`src/rtl/pmp_tor_scan_ctrl.sv`:
```
// Sequential TOR-only PMP checker: one shared comparator scans entries 0..N-1, first match wins.
// Latency k+1 cycles after accept (N on miss); response held in RESP until rsp_ready, no request accepted meanwhile.
module pmp_tor_scan_ctrl #(
  parameter int NUM_ENTRIES = 16,
  parameter int IDX_W       = $clog2(NUM_ENTRIES)
) (
  input  logic                      clk,
  input  logic                      rst_n,
  input  logic                      req_valid,
  output logic                      req_ready,
  input  logic [31:0]               req_addr,
  input  logic [1:0]                req_size,
  input  logic [1:0]                req_type,
  input  logic                      req_priv_m,
  input  logic [32*NUM_ENTRIES-1:0] pmpaddr,
  input  logic [8*NUM_ENTRIES-1:0]  pmpcfg,
  output logic                      busy,
  output logic                      rsp_valid,
  input  logic                      rsp_ready,
  output logic                      rsp_allow,
  output logic                      rsp_match,
  output logic [IDX_W-1:0]          rsp_idx
);

  typedef enum logic [1:0] {S_IDLE, S_SCAN, S_RESP} state_t;

  state_t           state;
  logic [31:0]      addr_q;
  logic [1:0]       size_q;
  logic [1:0]       type_q;
  logic             priv_m_q;
  logic [IDX_W-1:0] scan_idx;

  logic [IDX_W-1:0] prev_idx;
  logic [31:0]      hi;
  logic [31:0]      lo;
  logic [1:0]       cfg_a;
  logic [2:0]       cfg_rwx;
  logic             cfg_l;
  logic             perm;
  logic             tor_hit;
  logic             last_entry;
  logic             allow_hit;
  logic             allow_miss;

  // Shared datapath: entry scan_idx against the previous entry's address as its base.
  always_comb begin
    prev_idx   = scan_idx - IDX_W'(1);
    hi         = pmpaddr[32*int'(scan_idx) +: 32];
    lo         = (scan_idx == '0) ? 32'h0 : pmpaddr[32*int'(prev_idx) +: 32];
    cfg_rwx    = pmpcfg[8*int'(scan_idx) +: 3];
    cfg_a      = pmpcfg[8*int'(scan_idx)+3 +: 2];
    cfg_l      = pmpcfg[8*int'(scan_idx)+7];
    tor_hit    = (cfg_a == 2'b01) && (addr_q >= lo) &&
                 (({1'b0, addr_q} + {31'b0, size_q}) < {1'b0, hi});
    last_entry = (scan_idx == IDX_W'(NUM_ENTRIES-1));
    case (type_q)
      2'b00:   perm = cfg_rwx[0];
      2'b01:   perm = cfg_rwx[1];
      2'b10:   perm = cfg_rwx[2];
      default: perm = 1'b0;
    endcase
    allow_hit  = (type_q != 2'b11) && ((priv_m_q && !cfg_l) || perm);
    allow_miss = (type_q != 2'b11) && priv_m_q;
  end

  always_ff @(posedge clk or negedge rst_n) begin
    if (!rst_n) begin
      state     <= S_IDLE;
      addr_q    <= '0;
      size_q    <= '0;
      type_q    <= '0;
      priv_m_q  <= 1'b0;
      scan_idx  <= '0;
      req_ready <= 1'b1;
      busy      <= 1'b0;
      rsp_valid <= 1'b0;
      rsp_allow <= 1'b0;
      rsp_match <= 1'b0;
      rsp_idx   <= '0;
    end else begin
      case (state)
        S_IDLE: begin
          if (req_valid) begin
            addr_q    <= req_addr;
            size_q    <= req_size;
            type_q    <= req_type;
            priv_m_q  <= req_priv_m;
            scan_idx  <= '0;
            req_ready <= 1'b0;
            busy      <= 1'b1;
            state     <= S_SCAN;
          end
        end
        S_SCAN: begin
          if (tor_hit) begin
            rsp_match <= 1'b1;
            rsp_idx   <= scan_idx;
            rsp_allow <= allow_hit;
            rsp_valid <= 1'b1;
            state     <= S_RESP;
          end else if (last_entry) begin
            rsp_match <= 1'b0;
            rsp_idx   <= '0;
            rsp_allow <= allow_miss;
            rsp_valid <= 1'b1;
            state     <= S_RESP;
          end else begin
            scan_idx  <= scan_idx + IDX_W'(1);
          end
        end
        S_RESP: begin
          // req_ready only rises here, so a request cannot be taken in the handoff cycle.
          if (rsp_ready) begin
            rsp_valid <= 1'b0;
            req_ready <= 1'b1;
            busy      <= 1'b0;
            state     <= S_IDLE;
          end
        end
        default: begin
          rsp_valid <= 1'b0;
          req_ready <= 1'b1;
          busy      <= 1'b0;
          state     <= S_IDLE;
        end
      endcase
    end
  end

endmodule

```
`config.mk`:
```
export PLATFORM = sky130hd
export DESIGN_NAME = pmp_tor_scan_ctrl
export DESIGN_NICKNAME = d
export VERILOG_FILES = /design/src/rtl/pmp_tor_scan_ctrl.sv
export SDC_FILE = /design/constraint.sdc
export NUM_CORES = 1
export LEC_CHECK = 0
export ABC_CLOCK_PERIOD_IN_PS = 7600
export CAP_MARGIN = 20
export CELL_PAD_IN_SITES_DETAIL_PLACEMENT = 2
export CELL_PAD_IN_SITES_GLOBAL_PLACEMENT = 2
export CORE_AREA = 2 2 267 269
export DETAILED_ROUTE_END_ITERATION = 7
export DIE_AREA = 0 0 269 271
export DONT_BUFFER_PORTS = 1
export PLACE_DENSITY_LB_ADDON = 0.1
export SLEW_MARGIN = 20
export SYNTH_ARGS = -nofsm -noshare
export SYNTH_HDL_FRONTEND = slang
export SYNTH_SLANG_ARGS = --single-unit
```
`constraint.sdc`:
```
create_clock -name clk -period 7.6 [get_ports clk]
set_input_delay 0.76 -clock clk [delete_from_list [all_inputs] [get_ports clk]]
set_output_delay 0.76 -clock clk [all_outputs]
set_load 0.02 [all_outputs]
```
==> impl_metrics.tcl, run 1 <==
set metrics [dict create \
    antenna_found_initial 11 \
    synthTopCellsByCount "298 x mux4_2, 181 x nand2_1, 68 x ha_1" \
    area_growth_pct 8.63 \
    power.internal_w 0.00365 \
    max-vdd-ir-drop_mv 0.249 \
    portBuffers 0 \
    slowest_stage "dfrtp_4" \
    power_frac_clock 0.033 \
    pin_count 690 \
    startpoint_type "flop" \
    path_buf_inv 2 \
    fill_cells 7732 \
    syn_avg_cell_area_sq_um 11.8 \
    yosysWarningCount 0 \
    synth-edff-count 0 \
    power_w 0.00750 \
    die_x_microns 269 \
    first_global_vias 11818 \
    fin_setup_tns_ns 0 \
    vias_per_cell 5.39 \
    clk_latency_ns 0.30 \
    crit_fanout 38 \
    setup_viol 0 \
    relSlewSlack 0.340 \
    finalClockSkew_ns 0.00619 \
    cts_setup_buffers 0 \
    cp.arrival_ns 6.11 \
    finalWirelength_microns 69100 \
    p_leak_nw 4.93 \
    cp.required_ns 7.82 \
    hold_buffers 0 \
    die_h_microns 271 \
    worst_slew_pin_slew_ns 0.990 \
    finalHoldViolations 0 \
    drtAntennaViolNets 0 \
    holdCritPathClass "primary input to async pin" \
    max_freq_mhz 170 \
    synthesis.nets 1846 \
    maxCapViolations 0 \
    initialDrtViolationCount 524 \
    synth_cells 1096 \
    finalMaxSlewViolations 0 \
    path_clk_slew_ns 0.07 \
    final_util 0.201 \
    ys_top_cells_by_area "mux4_2 52%, dfrtp_1 9.9%, ha_1 6.6%, nand2_1 5.3%, mux2i_1 3.4%" \
    dp_hpwl_microns 58900 \
    wl_per_cell_microns 35.0 \
    max_stage_delay_ns 0.92 \
    floorplan.initialDensity 0.185 \
    period_minus_slack_ns 5.89 \
    whs_ns 0.153 \
    grt_max_degree 116 \
    seqPwrFrac 0.114 \
    fin_nets 1767 \
    synth_cell_types 63 \
    outcome "complete, no violations" \
    syn_area_sq_mm 0.0129 \
    root_buffer "clkbuf_16" \
    clockBufferDepth 2 \
    ctsResizeCount 0 \
    setup_ws_ns 1.71 \
    synthArstFlopShare 1.00 \
    power_frac_comb 0.854 \
    timing.final.crit_share 0.775 \
    core-area_sq_mm 0.0698 \
    gr-total-overflow 0 \
    synth_most_common_cell "mux4_2" \
    sw_frac_of_total 0.513 \
    cts_buffers 5 \
    ys_seq_area_frac 0.101 \
    crit_type "flop to flop" \
    cpMostUsedCell "nand3_1" \
    htreeDepth 2 \
    die-area_sq_mm 0.0729 \
    gp_congestion 0.917 \
    rows 97 \
    crit_family "simple AND/OR/NAND/NOR gates" \
    first_pass_iters 4 \
    dr_total_vias 10636 \
    power_switching_w 0.00385 \
    cts_sinks 52 \
    yosys.area.top_type "mux4_2" \
    grt_pass1_wl_microns 96300 \
    drive_gt1_frac 0.370 \
    synth-main-ff-cell "dfrtp_1" \
    drc 0 \
    cellPowerDensity_mw_per_mm2 535 \
    rsz0062_at_grt "false" \
    post-place-ws_ns 1.57 \
    globalRouteTotalUtil 0.187 \
    path_cells "inv_1, ha_4, buf_4, mux4_2, mux2_2, o211ai_1, ha_1, and4_1, nand4_1, or4_1, o2111ai_1, a211o_1, nand3_1, nand3_1, mux2i_1" \
    end_kind "flop" \
    synth_top_area_frac 0.520 \
    cts_tree "built" \
    ys_ff_latch 52 \
]
==> path summary, 6_finish.rpt <==
path / startpoint / end / slack [ns] / cells past startpoint
min in group clk: req_addr[12] / addr_q[12]$_DFFE_PN0P_ / 0.56 / 2
worst max-delay path: scan_idx[1]$_DFFE_PN0P_ / scan_idx[1]$_DFFE_PN0P_ / 1.71 / 15
worst min register to register: priv_m_q$_DFFE_PN0P_ / priv_m_q$_DFFE_PN0P_ / 0.57 / 2
max in group asynchronous: rst_n / req_ready$_DFFE_PN1P_ / 7.21 / 0
worst max register to register: scan_idx[1]$_DFFE_PN0P_ / scan_idx[1]$_DFFE_PN0P_ / 1.71 / 15
worst min-delay path: rst_n / addr_q[12]$_DFFE_PN0P_ / 0.15 / 0
==> cells in the final DEF (no fill, tap or decap), drive strengths merged, types with 7 or more instances in the layout <==
cell type | synthesis | routed
o21ai | 16 | 16
xnor2 | 26 | 26
a21o | 12 | 12
nand2 | 182 | 182
inv | 43 | 43
dfrtp | 51 | 51
a22o | 7 | 7
ha | 68 | 68
o211ai | 33 | 33
buf | 63 | 18
and4 | 7 | 7
nand4 | 17 | 17
diode | 0 | 15
a21oi | 26 | 26
and3 | 11 | 11
mux2 | 33 | 33
clkbuf | 41 | 8
mux2i | 44 | 44
mux4 | 298 | 298
nor2 | 17 | 17
nand3 | 27 | 27
nor3 | 8 | 8
==> metal layers <==
metal | up-vias | wire length (microns) | track usage
met5 | - | 0 | 0
met4 | 0 | 1120 | 0.0357
met3 | 36 | 4060 | 0.0370
met2 | 442 | 34100 | 0.312
met1 | 5778 | 29900 | 0.251
li1 | 4380 | - | -
==> sequential cells by signal, summed over array words and instances (netlist names) <==
register / count
addr_q: 32
busy: 1
priv_m_q: 1
req_ready: 1
rsp_allow: 1
rsp_idx: 4
rsp_match: 1
rsp_valid: 1
scan_idx: 4
size_q: 2
state: 2
type_q: 2
==> worst register-to-register path: stages, from the launching register on <==
cell       delay, ns
dfrtp_4         0.92
inv_1           0.39
ha_4            0.78
buf_4           0.47
mux4_2          0.39
mux2_2          0.30
o211ai_1        0.23
ha_1            0.18
and4_1          0.26
nand4_1         0.12
or4_1           0.58
o2111ai_1       0.19
a211o_1         0.21
nand3_1         0.26
nand3_1         0.31
mux2i_1         0.21
==> layout make-up <==
cell class,count,area (sq um),share of cell area
well taps,940,1180,0.0838
inverters,44,166,0.0119
flip-flops and latches,52,1310,0.0935
clock buffers,8,146,0.0104
multi-input cells,896,11000,0.783
diodes,15,37.5,0.00268
repair buffers,18,205,0.0146
==> per-stage QoR <==
step	cell area, sq um	cells
after floorplan	12900	1096
after global placement	13800	1949
after detailed placement	13800	1950
after CTS	14000	1958
after global routing	14000	1966
final	14000	1973
==> kinds of logic (layout without fill, tap and decap cells) <==
logic type | count (synthesis) | count (layout) | share of synthesized area
mux | 375 | 375 | 0.583
flops | 52 | 52 | 0.101
xor+xnor | 32 | 32 | 0.0223
buf+inv | 148 | 70 | 0.0518
compound gates | 131 | 131 | 0.0731
other cells | 0 | 15 | 0
fa+ha+maj | 69 | 69 | 0.0674
simple gates | 289 | 289 | 0.102
==> power groups by stage <==
stage	combinational [W]	sequential (W)	clock, W
after detailed placement	0.00658	0.000874	0
after floorplan	0.00487	0.000552	0
final	0.00640	0.000853	0.000245
after CTS	0.00662	0.000874	0.000261
after global placement	0.00652	0.000881	0
after global routing	0.00712	0.000907	0.000267
Power figures use the tool's default switching activity.
==> inputs of run 2 (changes only) <==
--- a/config.mk
+++ b/config.mk
@@ -5,7 +5,7 @@
 export SDC_FILE = /design/constraint.sdc
 export NUM_CORES = 1
 export LEC_CHECK = 0
-export ABC_CLOCK_PERIOD_IN_PS = 7600
+export ABC_CLOCK_PERIOD_IN_PS = 6000
 export CAP_MARGIN = 20
 export CELL_PAD_IN_SITES_DETAIL_PLACEMENT = 2
 export CELL_PAD_IN_SITES_GLOBAL_PLACEMENT = 2
==> constraint.sdc (replaced) <==
create_clock -name clk -period 6 [get_ports clk]
set_input_delay 0.6 -clock clk [delete_from_list [all_inputs] [get_ports clk]]
set_output_delay 0.6 -clock clk [all_outputs]
set_load 0.02 [all_outputs]
==> run 2 against run 1 <==
Effect of this change:
- via count grew 1.4%
- combinational power grew 32%
- maximum frequency grew 12%
- setup slack lost 0.96 ns
- critical path depth grew 1
- largest cell class unchanged
- largest power group unchanged
- highest routed layer is now met5
==> impl_metrics.tcl, run 2 (same netlist as run 1, synthesis figures left out) <==
set metrics [dict create \
    cp.arrival_ns 5.43 \
    globalRouteTotalUtil 0.190 \
    path_clk_slew_ns 0.08 \
    whs_ns 0.136 \
    fill_cells 7725 \
    relSlewSlack 0.377 \
    core-area_sq_mm 0.0698 \
    place_area_sq_mm 0.0140 \
    reg2reg_to "rsp_allow$_DFFE_PN0P_" \
    max-vdd-ir-drop_mv 0.356 \
    startpoint_type "flop" \
    die_x_microns 269 \
    fin_nets 1782 \
    r2r_cells 16 \
    rsz0062_at_grt "false" \
    cts_buffers 5 \
    drtAntennaViolNets 0 \
    fin_area_sq_mm 0.0142 \
    cts_setup_buffers 0 \
    largest_registers "addr_q: 32 flops, rsp_idx: 4 flops, scan_idx: 4 flops" \
    finalHoldViolations 0 \
    period_minus_slack_ns 5.25 \
    finalClockSkew_ns 0.00823 \
    portBuffers 0 \
    seqPwrFrac 0.094 \
    die_h_microns 271 \
    floorplan.initialDensity 0.185 \
    wl_per_cell_microns 35.5 \
    cts_tree "built" \
    gr-total-overflow 0 \
    cp.required_ns 6.18 \
    clk_latency_ns 0.31 \
    largest_reg_flops 32 \
    htreeDepth 2 \
    power_switching_w 0.00495 \
    rows 97 \
    maxCapViolations 0 \
    dr_total_vias 10782 \
    gp_congestion 0.945 \
    drive_gt1_frac 0.381 \
    antenna_found_initial 8 \
    drc 0 \
    max_freq_mhz 190 \
    hold_buffers 1 \
    pin_count 690 \
    crit_fanout 38 \
    fin_setup_tns_ns 0 \
    ctsResizeCount 0 \
    grt_pass1_wl_microns 97500 \
    outcome "complete, no violations" \
    root_buffer "clkbuf_16" \
    crit_end "rsp_allow$_DFFE_PN0P_" \
    end_kind "flop" \
    worst_slew_pin_slew_ns 0.934 \
    cts_sinks 52 \
    top_register "addr_q" \
    clockBufferDepth 2 \
    final_common_cell "mux4_2" \
    power.internal_w 0.00479 \
    power_frac_clock 0.037 \
    finalMaxSlewViolations 0 \
    r2r_start "scan_idx[0]$_DFFE_PN0P_" \
    power_frac_comb 0.869 \
    grt_max_degree 82 \
    finalWirelength_microns 70500 \
    die-area_sq_mm 0.0729 \
    p_leak_nw 5.04 \
    timing.final.crit_share 0.875 \
    vias_per_cell 5.43 \
    sw_frac_of_total 0.508 \
    holdCritPathClass "primary input to async pin" \
    first_global_vias 11831 \
    crit_start "scan_idx[0]$_DFFE_PN0P_" \
    cellPowerDensity_mw_per_mm2 684 \
    setup_viol 0 \
    initialDrtViolationCount 625 \
    reg2reg_slack_ns 0.75 \
    crit_type "flop to flop" \
    area_growth_pct 10.2 \
    dp_hpwl_microns 59500 \
    first_pass_iters 5 \
    mostFrequentLayoutCells "298 x mux4_2, 181 x nand2_1, 67 x ha_1" \
]
[run 2: cell count changes in the layout (fill, tap and decap cells not counted), sizes merged]
| cell | change |
|---|---|
| buf | +15 |
| bufinv | +1 |
| clkbuf | -2 |
| clkinv | +1 |
| diode | -2 |
[run 2: power groups by stage]
stage / logic, W / registers (W) / clock network [W]
finish: 0.00846 / 0.000917 / 0.000361
global route: 0.00937 / 0.000968 / 0.000387
CTS: 0.00873 / 0.000936 / 0.000384
detailed placement: 0.00867 / 0.000936 / 0
global placement: 0.00857 / 0.000942 / 0
floorplan: 0.00617 / 0.000699 / 0
[run 2: worst min-delay path by stage]
stage                                        end  slack (ns)  cells past startpoint
final                      req_ready$_DFFE_PN1P_        0.14                      0
after global routing       req_ready$_DFFE_PN1P_        0.12                      0
after CTS                  req_ready$_DFFE_PN1P_        0.12                      0
after detailed placement   addr_q[4]$_DFFE_PN0P_        0.31                      0
after global placement    addr_q[12]$_DFFE_PN0P_        0.31                      0
after floorplan            addr_q[0]$_DFFE_PN0P_        0.30                      0
[run 2: cell type report]
class	instances	area, sq um	area share
clock inverter	2	38.8	0.00273
tap	940	1180	0.0827
clock buffer	6	139	0.00976
multi-input combinational	896	11000	0.772
inverter	44	166	0.0117
timing repair buffer	33	380	0.0267
antenna	13	32.5	0.00229
sequential	52	1310	0.0921
[run 2: worst max-delay path, cell delays in order, from the launching register on]
cell,delay (ns)
dfrtp_4,0.70
inv_1,0.17
ha_4,0.74
buf_12,0.25
buf_4,0.21
mux4_2,0.34
mux2i_1,0.16
nand2_1,0.07
o211ai_1,0.13
ha_1,0.27
a2111oi_0,0.52
or4_1,0.24
o2111ai_1,0.21
a211o_1,0.35
nand3_1,0.25
nor2_2,0.14
a221o_1,0.32
[run 2: metal layers]
metal	part of all wire	vias to the layer above	global-route usage
li1	-	4415	-
met5	0.00018	-	0
met1	0.44	5893	0.258
met3	0.056	28	0.0319
met4	0.011	2	0.0300
met2	0.50	444	0.319
[run 2: stage by stage]
stage	std cells	utilization	power, W	worst slack, ns
after floorplan	1096	-	0.00687	1.07
after global placement	1963	0.200	0.00952	0.632
after detailed placement	1963	0.200	0.00960	0.579
after CTS	1972	0.203	0.0100	0.558
after global routing	1981	0.204	0.0107	0.216
final	1986	0.204	0.00974	0.749
